File: src/rtl/jtag_tap_pkg.sv
// Shared TAP types: 1149.1 state encoding, next-state function and
// data-register selection used by the TAP responder.
package jtag_tap_pkg;

  typedef enum logic [3:0] {
    TLR    = 4'hF, RTI    = 4'hC,
    SEL_DR = 4'h7, CAP_DR = 4'h6, SH_DR  = 4'h2, EX1_DR = 4'h1,
    PAU_DR = 4'h3, EX2_DR = 4'h0, UPD_DR = 4'h5,
    SEL_IR = 4'h4, CAP_IR = 4'hE, SH_IR  = 4'hA, EX1_IR = 4'h9,
    PAU_IR = 4'hB, EX2_IR = 4'h8, UPD_IR = 4'hD
  } tap_state_t;

  typedef enum logic [1:0] {DR_BYP, DR_ID, DR_USR} dr_sel_t;

  function automatic tap_state_t tap_next(input tap_state_t s, input logic tms);
    case (s)
      TLR:     return tms ? TLR    : RTI;
      RTI:     return tms ? SEL_DR : RTI;
      SEL_DR:  return tms ? SEL_IR : CAP_DR;
      CAP_DR:  return tms ? EX1_DR : SH_DR;
      SH_DR:   return tms ? EX1_DR : SH_DR;
      EX1_DR:  return tms ? UPD_DR : PAU_DR;
      PAU_DR:  return tms ? EX2_DR : PAU_DR;
      EX2_DR:  return tms ? UPD_DR : SH_DR;
      UPD_DR:  return tms ? SEL_DR : RTI;
      SEL_IR:  return tms ? TLR    : CAP_IR;
      CAP_IR:  return tms ? EX1_IR : SH_IR;
      SH_IR:   return tms ? EX1_IR : SH_IR;
      EX1_IR:  return tms ? UPD_IR : PAU_IR;
      PAU_IR:  return tms ? EX2_IR : PAU_IR;
      EX2_IR:  return tms ? UPD_IR : SH_IR;
      default: return tms ? SEL_DR : RTI;
    endcase
  endfunction

  // Any opcode that is neither IDCODE nor USER (including all-ones) is BYPASS.
  function automatic dr_sel_t dr_select(input logic is_idcode, input logic is_user);
    if (is_idcode) return DR_ID;
    if (is_user)   return DR_USR;
    return DR_BYP;
  endfunction

  function automatic logic is_ir_path(input tap_state_t s);
    return s inside {CAP_IR, SH_IR, EX1_IR, PAU_IR, EX2_IR, UPD_IR};
  endfunction

endpackage

File: src/rtl/jtag_tap_responder_pin_sync.sv
// Two-stage synchronisers for TCK/TMS/TDI plus a third TCK stage for
// edge detection in the CLK domain.
module jtag_pin_sync (
  input  logic CLK,
  input  logic nRST,
  input  logic tck,
  input  logic tms,
  input  logic tdi,
  output logic tck_rise,
  output logic tck_fall,
  output logic tms_s,
  output logic tdi_s
);
  logic [2:0] s1_q, s1_d, s2_q, s2_d;
  logic       s3_q, s3_d;

  always_comb begin
    s1_d = {tdi, tms, tck};
    s2_d = s1_q;
    s3_d = s2_q[0];
  end

  always_ff @(posedge CLK or negedge nRST) begin
    if (!nRST) begin
      s1_q <= '0;
      s2_q <= '0;
      s3_q <= 1'b0;
    end else begin
      s1_q <= s1_d;
      s2_q <= s2_d;
      s3_q <= s3_d;
    end
  end

  assign tck_rise = s2_q[0] & ~s3_q;
  assign tck_fall = ~s2_q[0] & s3_q;
  assign tms_s    = s2_q[1];
  assign tdi_s    = s2_q[2];
endmodule

File: src/rtl/jtag_tap_responder.sv
// Device-side TAP: oversampled JTAG pins drive the 16-state controller,
// IR, BYPASS, IDCODE and a USER data register with parallel ports.
module jtag_tap_responder
  import jtag_tap_pkg::*;
#(
  parameter int                IR_LEN     = 4,
  parameter int                USER_LEN   = 16,
  parameter logic [31:0]       IDCODE_VAL = 32'h031820DD,
  parameter logic [IR_LEN-1:0] IR_IDCODE  = IR_LEN'(4'h6),
  parameter logic [IR_LEN-1:0] IR_USER    = IR_LEN'(4'hC)
) (
  input  logic                CLK,
  input  logic                nRST,
  input  logic                TCK,
  input  logic                TMS,
  input  logic                TDI,
  output logic                TDO,
  output logic                TDO_OE,
  output logic [3:0]          TAP_STATE,
  output logic [IR_LEN-1:0]   IR_OUT,
  input  logic [USER_LEN-1:0] USER_DIN,
  output logic [USER_LEN-1:0] USER_DOUT,
  output logic                USER_UPDATE
);
  logic tck_rise, tck_fall, tms_s, tdi_s;

  jtag_pin_sync u_sync (
    .CLK(CLK), .nRST(nRST), .tck(TCK), .tms(TMS), .tdi(TDI),
    .tck_rise(tck_rise), .tck_fall(tck_fall), .tms_s(tms_s), .tdi_s(tdi_s)
  );

  tap_state_t          state_q, state_d;
  logic [IR_LEN-1:0]   ir_sr_q, ir_sr_d, ir_out_q, ir_out_d;
  logic                bypass_q, bypass_d;
  logic [31:0]         id_sr_q, id_sr_d;
  logic [USER_LEN-1:0] user_sr_q, user_sr_d, user_dout_q, user_dout_d;
  logic                user_upd_q, user_upd_d, tdo_q, tdo_d, tdo_oe_q, tdo_oe_d;
  dr_sel_t             dr_sel;

  assign dr_sel = dr_select(ir_out_q == IR_IDCODE, ir_out_q == IR_USER);

  always_comb begin
    state_d     = state_q;
    ir_sr_d     = ir_sr_q;
    ir_out_d    = ir_out_q;
    bypass_d    = bypass_q;
    id_sr_d     = id_sr_q;
    user_sr_d   = user_sr_q;
    user_dout_d = user_dout_q;
    user_upd_d  = 1'b0;
    tdo_d       = tdo_q;
    tdo_oe_d    = tdo_oe_q;

    if (tck_rise) begin
      state_d = tap_next(state_q, tms_s);
      // Shifting belongs to the state being left; capture/update to the one entered.
      if (state_q == SH_IR) begin
        ir_sr_d = ir_sr_q >> 1;
        ir_sr_d[IR_LEN-1] = tdi_s;
      end
      if (state_q == SH_DR) begin
        case (dr_sel)
          DR_ID:   id_sr_d = {tdi_s, id_sr_q[31:1]};
          DR_USR:  begin
            user_sr_d = user_sr_q >> 1;
            user_sr_d[USER_LEN-1] = tdi_s;
          end
          default: bypass_d = tdi_s;
        endcase
      end
      case (state_d)
        TLR:     ir_out_d = IR_IDCODE;
        CAP_IR:  begin
          ir_sr_d    = '0;
          ir_sr_d[0] = 1'b1;
        end
        UPD_IR:  ir_out_d = ir_sr_q;
        CAP_DR:  begin
          bypass_d  = 1'b0;
          id_sr_d   = IDCODE_VAL;
          user_sr_d = USER_DIN;
        end
        UPD_DR:  if (dr_sel == DR_USR) begin
          user_dout_d = user_sr_q;
          user_upd_d  = 1'b1;
        end
        default: ;
      endcase
    end

    if (tck_fall) begin
      tdo_oe_d = (state_q == SH_DR) || (state_q == SH_IR);
      if (is_ir_path(state_q)) tdo_d = ir_sr_q[0];
      else begin
        case (dr_sel)
          DR_ID:   tdo_d = id_sr_q[0];
          DR_USR:  tdo_d = user_sr_q[0];
          default: tdo_d = bypass_q;
        endcase
      end
    end
  end

  always_ff @(posedge CLK or negedge nRST) begin
    if (!nRST) begin
      state_q     <= TLR;
      ir_sr_q     <= '0;
      ir_out_q    <= IR_IDCODE;
      bypass_q    <= 1'b0;
      id_sr_q     <= '0;
      user_sr_q   <= '0;
      user_dout_q <= '0;
      user_upd_q  <= 1'b0;
      tdo_q       <= 1'b0;
      tdo_oe_q    <= 1'b0;
    end else begin
      state_q     <= state_d;
      ir_sr_q     <= ir_sr_d;
      ir_out_q    <= ir_out_d;
      bypass_q    <= bypass_d;
      id_sr_q     <= id_sr_d;
      user_sr_q   <= user_sr_d;
      user_dout_q <= user_dout_d;
      user_upd_q  <= user_upd_d;
      tdo_q       <= tdo_d;
      tdo_oe_q    <= tdo_oe_d;
    end
  end

  assign TDO         = tdo_q;
  assign TDO_OE      = tdo_oe_q;
  assign TAP_STATE   = state_q;
  assign IR_OUT      = ir_out_q;
  assign USER_DOUT   = user_dout_q;
  assign USER_UPDATE = user_upd_q;
endmodule

File: config.mk
export PLATFORM = sky130hd
export DESIGN_NAME = jtag_tap_responder
export DESIGN_NICKNAME = d
export VERILOG_FILES = /design/src/rtl/jtag_tap_pkg.sv /design/src/rtl/jtag_tap_responder_pin_sync.sv /design/src/rtl/jtag_tap_responder.sv
export SDC_FILE = /design/constraint.sdc
export NUM_CORES = 1
export LEC_CHECK = 0
export ABC_CLOCK_PERIOD_IN_PS = 3500
export CORE_MARGIN = 2
export CORE_UTILIZATION = 60
export CTS_BUF_LIST = sky130_fd_sc_hd__clkbuf_8
export CTS_CLUSTER_DIAMETER = 50
export DETAILED_ROUTE_END_ITERATION = 12
export GPL_TIMING_DRIVEN = 0
export PLACE_DENSITY = 0.85
export SLEW_MARGIN = 0
export SYNTH_ARGS = -nofsm -noshare
export SYNTH_HDL_FRONTEND = slang
export SYNTH_SLANG_ARGS = --single-unit
export TNS_END_PERCENT = 1
File: constraint.sdc
create_clock -name CLK -period 3.5 [get_ports CLK]
set_clock_uncertainty 0.2 [all_clocks]
set_input_delay 0.525 -clock CLK [delete_from_list [all_inputs] [get_ports CLK]]
set_output_delay 0.525 -clock CLK [all_outputs]
set_load 0.005 [all_outputs]
==> impl_results.md, run 1 <==
* M2 GR Usage at 33.9%
* Synth area leader: dfrtp_1
* Arrival @ worst endpoint at 2450 ps
* DIE WIDTH at 85.4 um
* # clock sinks at 87
* Routed WL per cell at 15.6 um
* Max Root-Sink Buffers at 2
* DIE AREA at roughly 7300 um2
* EDFF count, synth at 0
* Most common cell on crit path: mux2_2
* Detailed Route WL at 7130 um
* Starting Density at about 62%
* Filler Cell Count at 444
* DRC Markers at 0
* Slew Limit Fails at 0
* GRT overflow at 0
* Core Region at 6390 um2
* Crit-path max cell delay at between 500 and 600 ps
* Synth unique cells at 40
* # nets final at 396
* Initial DRC count at 68
* HP Class: reg2reg
* Row count at 29
* Synth Net Count at approximately 340
* Area delta synth->final at 20.0%
* H-tree Lvls at 3
* Status: finished clean
* Crit-path max FO at 10
* Synth area leaders: dfrtp_1 (51%), mux2_2 (12%), mux2_1 (8.2%)
* Final setup vio count at 0
* Max Fclk at 416 MHz
* TritonCTS clock tree: yes
* GRT Util Overall at approximately 21%
* Synth Warn # at 0
* Leak pwr at 0.00227 uW
* RSZ-0062 raised after global routing: false
* Synth top area share at 51.0%
* Resized cells post-CTS at 0
* # IOs at 48
* Largest net degree at the start of global routing at 63
* DP HPWL at slightly above 5000 um
* Type of origin of the critical path: register
* Clock-pin slew on the worst setup and hold paths at 80 ps
* DRT antenna net count at 0
* FFs w/ async S/R, synth at 100%
* Commonest cells in the synthesized netlist: dfrtp_1 (81), mux2_2 (42), mux2_1 (29)
* Met3 usage at 5.25%
* Clk Latency, worst-skew pair at roughly 360 ps
* Setup CP Type: reg2reg
* Most used routing layer: met2
* Critical Path Sink Type: register
* CTS Root Cell: clkbuf_8
* Most frequent cell after synthesis: dfrtp_1
* Vias at 2485
* Reg2Reg Setup Slack at 1100 ps
* Post-place setup slack at 1110 ps
* Yosys reg bits at between 80 and 90
* Actual slew at the worst max-slew pin at 515 ps
* Peak supply drop at about 0.00044 V
* RePlAce Congestion at 0.827
* Ys flop type: dfrtp_1
* Port bufs at 47
* Drt first pass iters at 4
* Num CTS Buffers at 9
* Final Hold Viols at 0
* Max-slew headroom at 65.7%
* CP Cell Sequence: nand2_1 > nor4b_4 > buf_2 > mux2_2 > mux2_2
* Vias in the first global route at 2528
* Avg Cell Area, Syn at 12.6 um2
* CP max stage cell: dfstp_2
* Initial antenna violation count at 0
* First-pass GRT wire length at 12000 um
* Period utilisation layout at 68.6%
* Power per Cell Area at approximately 540 nW/um2
* Post-synthesis cell count at 315
* Util after Layout at approximately three quarters
* Minimum clock period after layout at 2400 ps
* Cell Area, Synth at 3970 um2
* Max_cap viols at 0
* Required time worst endpoint at 3550 ps
* Final Worst Setup Slack at 1100 ps
* Sequential-to-total area share from yosys stat at 55.0%
* Via density at 5.44
* Met1 Use GR at 28.6%
* Die boundary height at 85.4 um
* Share of post-route cells with drive strength above 1 at 21.8%
* Ant diodes at 0
-- cells in the final DEF, fill, tap and decap left out, types with 2 or more instances in the layout --
master           netlist  routed
buf_6                  3       3
mux2_2                42      42
clkinv_2               0       2
clkdlybuf4s50_1        0      46
buf_2                 10      10
mux2i_1               18      18
nor2b_1               24      24
o21ai_0                6       6
nor2_1                19      19
o21a_1                 2       2
and3_1                 2       2
clkbuf_1               4       4
dfstp_2                6       6
clkbuf_8               0      10
inv_1                 18      20
or3_1                  2       2
nand2b_1               4       4
o211ai_1               3       3
dfrtp_1               81      81
mux2_1                29      29
a21oi_1                5       5
nand2_1               14      14
nor3_1                 3       3
-- report_power, final --
| group | internal [uW] | leakage, uW | switching, uW | total (uW) |
|---|---|---|---|---|
| Clock | 342 | 0.000105 | 341 | 683 |
| Sequential | 1150 | 0.00117 | 106 | 1260 |
| Combinational | 342 | 0.00100 | 310 | 652 |
-- sequential cells by signal, indices dropped and copies added, names as in the netlist --
signal / flops
USER_UPDATE: 1
TAP_STATE: 4
TDO_OE: 1
IR_OUT: 4
u_sync.s3_q: 1
TDO: 1
ir_sr_q: 4
u_sync.s1_q: 3
id_sr_q: 32
USER_DOUT: 16
bypass_q: 1
u_sync.s2_q: 3
user_sr_q: 16
-- worst max-delay path, delay by kind of cell (launching register included) --
kind | cells | cell delay [ps]
flip-flops | 1 | 580
buffers and inverters | 1 | 350
multiplexers | 2 | 630
AND/OR/NAND/NOR | 2 | 530
-- per-stage QoR --
stage | hold slack, ps | setup TNS, ps | power [uW] | std cells | instance area [um2]
after global routing | 162 | 0 | 2740 | 457 | 4770
after detailed placement | 140 | 0 | 1930 | 440 | 4570
after CTS | 159 | 0 | 2610 | 457 | 4770
after floorplan | 29.4 | 0 | 1680 | 315 | 3970
final | 154 | 0 | 2600 | 457 | 4770
after global placement | 136 | -111680 | 1900 | 439 | 4540
-- cell families after synthesis --
kind of cell,Yosys count,synth area share [%]
compound gates,26,4.41
xor+xnor,2,0.441
buf+inv,37,5.07
flops,87,55.0
mux,89,24.7
simple gates,74,10.5
-- routing by layer --
layer / vias to the layer above / part of all wire [%]
met1: 1234 / 45
met3: 12 / 3.9
met5: - / 0
met2: 49 / 49
met4: 0 / 2.0
li1: 1190 / -
-- final timing paths --
check / cells past startpoint / end / start
worst max register to register: 5 / user_sr_q[1]$_DFFE_PN0P_ / TAP_STATE[1]$_DFFE_PN1P_
worst min register to register: 0 / u_sync.s2_q[0]$_DFF_PN0_ / u_sync.s1_q[0]$_DFF_PN0_
max in group asynchronous: 3 / TAP_STATE[0]$_DFFE_PN1P_ / nRST
worst min-delay path: 0 / u_sync.s2_q[0]$_DFF_PN0_ / u_sync.s1_q[0]$_DFF_PN0_
min in group asynchronous: 2 / id_sr_q[5]$_DFFE_PN0P_ / nRST
worst max-delay path: 5 / user_sr_q[1]$_DFFE_PN0P_ / TAP_STATE[1]$_DFFE_PN1P_
-- final cells by class --
type | count | area [um2] | area share [%]
buffer | 19 | 134 | 2.81
clock inverter | 6 | 55.1 | 1.15
clock buffer | 10 | 138 | 2.89
tap | 77 | 96.3 | 2.02
sequential | 87 | 2180 | 45.8
multi-input combinational | 191 | 1590 | 33.3
inverter | 18 | 67.6 | 1.42
timing repair buffer | 49 | 505 | 10.6
-- repair_timing --
action                                  in CTS  in global routing
setup buffers                                0                  0
endpoints found under the setup margin       0                  0
endpoints found under the hold margin       25                  0
hold buffers                                 1                  0
No activity file was read; power rests on OpenSTA's default activity.
==> run 2, diff against run 1 <==
- ABC_CLOCK_PERIOD_IN_PS: 3500 -> 2400
- CORE_UTILIZATION: 60 -> 58
- PLACE_DENSITY: 0.85 -> 0.83
- clock period: 3.5 -> 2.4 ns (I/O delays scaled with it)
==> impl_results.md, run 2 (same netlist as run 1, synthesis figures left out) <==
* Final setup vio count at 0 (unchanged)
* Post-route cell area at 4890 um2 (+2.6%)
* Most common cell after layout, fill and taps aside: dfrtp_1
* Arrival @ worst endpoint at 2420 ps (-30 ps)
* GRT Util Overall at 20.4% (-1.0 points)
* Largest net degree at the start of global routing at 52 (-17%)
* Die boundary height at 86.8 um (+1.6%)
* Actual slew at the worst max-slew pin at 487 ps (-27.9 ps)
* Crit-path max FO at 10 (unchanged)
* Placed Area at 4570 um2 (about the same)
* Setup CP Type: reg2reg
* Period utilisation layout at 99.4% (+31 points)
* Max_cap viols at 0 (unchanged)
* H-tree Lvls at 3 (unchanged)
* Row count at 30 (+3.4%)
* Detailed Route WL at 7280 um (+2.1%)
* Hold path startpoint: u_sync.s1_q[0]$_DFF_PN0_
* Clk Latency, worst-skew pair at 350 ps (about the same)
* Vias in the first global route at 2522 (-0.24%)
* Via density at 5.44 (about the same)
* Core Region at 6720 um2 (+5.2%)
* # nets final at 402 (+1.5%)
* # clock sinks at 87 (unchanged)
* Power per Cell Area at 807 nW/um2 (+48%)
* Ant diodes at 0 (unchanged)
* Number of flip-flops in the largest register at 32 (unchanged)
* Routed WL per cell at 15.6 um (+0.17%)
* RSZ-0062 raised after global routing: true
* DP HPWL at 4990 um (-0.61%)
* # IOs at 48 (unchanged)
* Most flop-heavy register: id_sr_q
* GRT overflow at 0 (unchanged)
* Reg2Reg Setup Slack at 10 ps (-1080 ps)
* Type of origin of the critical path: register
* R2R cell count at 6 (+1)
* Max Root-Sink Buffers at 2 (unchanged)
* First-pass GRT wire length at 12000 um (about the same)
* Util after Layout at 72.8% (-1.8 points)
* Vias at 2533 (+1.9%)
* Clock-pin slew on the worst setup and hold paths at 90 ps (about the same)
* Minimum clock period after layout at 2390 ps (-16.8 ps)
* Slew Limit Fails at 0 (unchanged)
* Area delta synth->final at 23.1%
* Max-slew headroom at 67.5% (+1.9 points)
* RePlAce Congestion at 0.781 (-5.6%)
* Reg-to-reg startpoint: IR_OUT[3]$_DFFE_PN0P_
* Critical Path Sink Type: register
* Share of post-route cells with drive strength above 1 at 23.3% (+1.5 points)
* R2R Path End: USER_DOUT[13]$_DFFE_PN0P_
* Required time worst endpoint at 2430 ps (-1120 ps)
* DRC Markers at 0 (unchanged)
* Power Total at 3950 uW (+52%)
* Status: finished clean
* Hold EP: u_sync.s2_q[0]$_DFF_PN0_
* Num CTS Buffers at 9 (unchanged)
* Most frequent cells in the layout: dfrtp_1 (81), clkdlybuf4s50_1 (46), mux2_2 (42)
* CTS Root Cell: clkbuf_8
* HP Class: reg2reg
* DRT antenna net count at 0 (unchanged)
* TritonCTS clock tree: yes
* Peak supply drop at 0.000490 V (+11%)
* Max Fclk at 419 MHz (+0.70%)
* DIE WIDTH at 86.8 um (+1.6%)
* Port bufs at 47 (unchanged)
* Initial DRC count at 189 (+180%)
* Total negative slack at 0 ps (unchanged)
* DIE AREA at 7530 um2 (+3.3%)
* Cells on Worst Hold Path at 0 (unchanged)
* Final Hold Viols at 0 (unchanged)
* Drt first pass iters at 4 (unchanged)
* Starting Density at 59.1% (-3.1 points)
* Leak pwr at 0.00232 uW (+2.2%)
* Initial antenna violation count at 0 (unchanged)
run 2: critical path: stages (launching register included):
cell and delay, ps:
dfrtp_1 360, clkbuf_1 360, nand4bb_1 260, or3_1 400, buf_2 200, buf_6 170
mux2_1 320
run 2: what timing repair did:
action	in CTS	in global routing
gates cloned	0	1
endpoints found under the hold margin	32	0
hold buffers	1	0
endpoints found under the setup margin	1	37
setup buffers	0	5
resized for setup	1	8
pin swaps	0	1
run 2: worst max-delay path by stage:
stage                                   startpoint                         to  slack (ps)
after global routing         IR_OUT[3]$_DFFE_PN0P_  USER_DOUT[13]$_DFFE_PN0P_         -50
after global placement                        nRST   USER_DOUT[9]$_DFFE_PN0P_       -2290
after CTS                 TAP_STATE[1]$_DFFE_PN1P_    id_sr_q[21]$_DFFE_PN0P_           7
after detailed placement  TAP_STATE[1]$_DFFE_PN1P_   user_sr_q[5]$_DFFE_PN0P_          10
final                        IR_OUT[3]$_DFFE_PN0P_  USER_DOUT[13]$_DFFE_PN0P_          10
after floorplan           TAP_STATE[1]$_DFFE_PN1P_    id_sr_q[18]$_DFFE_PN0P_         150
run 2: cell type report:
class	count	area, um2
sequential	87	2180
fill	451	1830
multi-input combinational	191	1620
timing repair buffer	55	568
buffer	19	145
clock buffer	9	124
tap	80	100
clock inverter	7	88.8
inverter	18	67.6
run 2: metal layers:
| layer | share of wire (%) | vias up | GRT usage [%] |
|---|---|---|---|
| met5 | 0 | - | 0 |
| met3 | 3.6 | 11 | 3.71 |
| met2 | 49 | 49 | 32.4 |
| li1 | - | 1207 | - |
| met1 | 46 | 1266 | 28.2 |
| met4 | 1.6 | 0 | 7.39 |
run 2: power breakdown:
group          total, uW  internal (uW)  switching [uW]
Sequential          1830           1680             150
Combinational       1020            532             483
Clock               1100            581             517
Total               3950           2800            1150
run 2: stage by stage:
step	setup WS, ps	hold WS, ps	std cells
2_1_floorplan	146	-136	315
3_3_place_gp	-2290	133	442
3_5_place_dp	11.2	138	443
4_1_cts	7.28	157	460
5_1_grt	-45.0	163	466
6_report	14.9	157	466
==> run 3, diff against run 2 <==
- CAP_MARGIN: default -> 20
==> results of run 3 <==
Same layout as run 2: the final DEF is identical, and so are final timing and power.
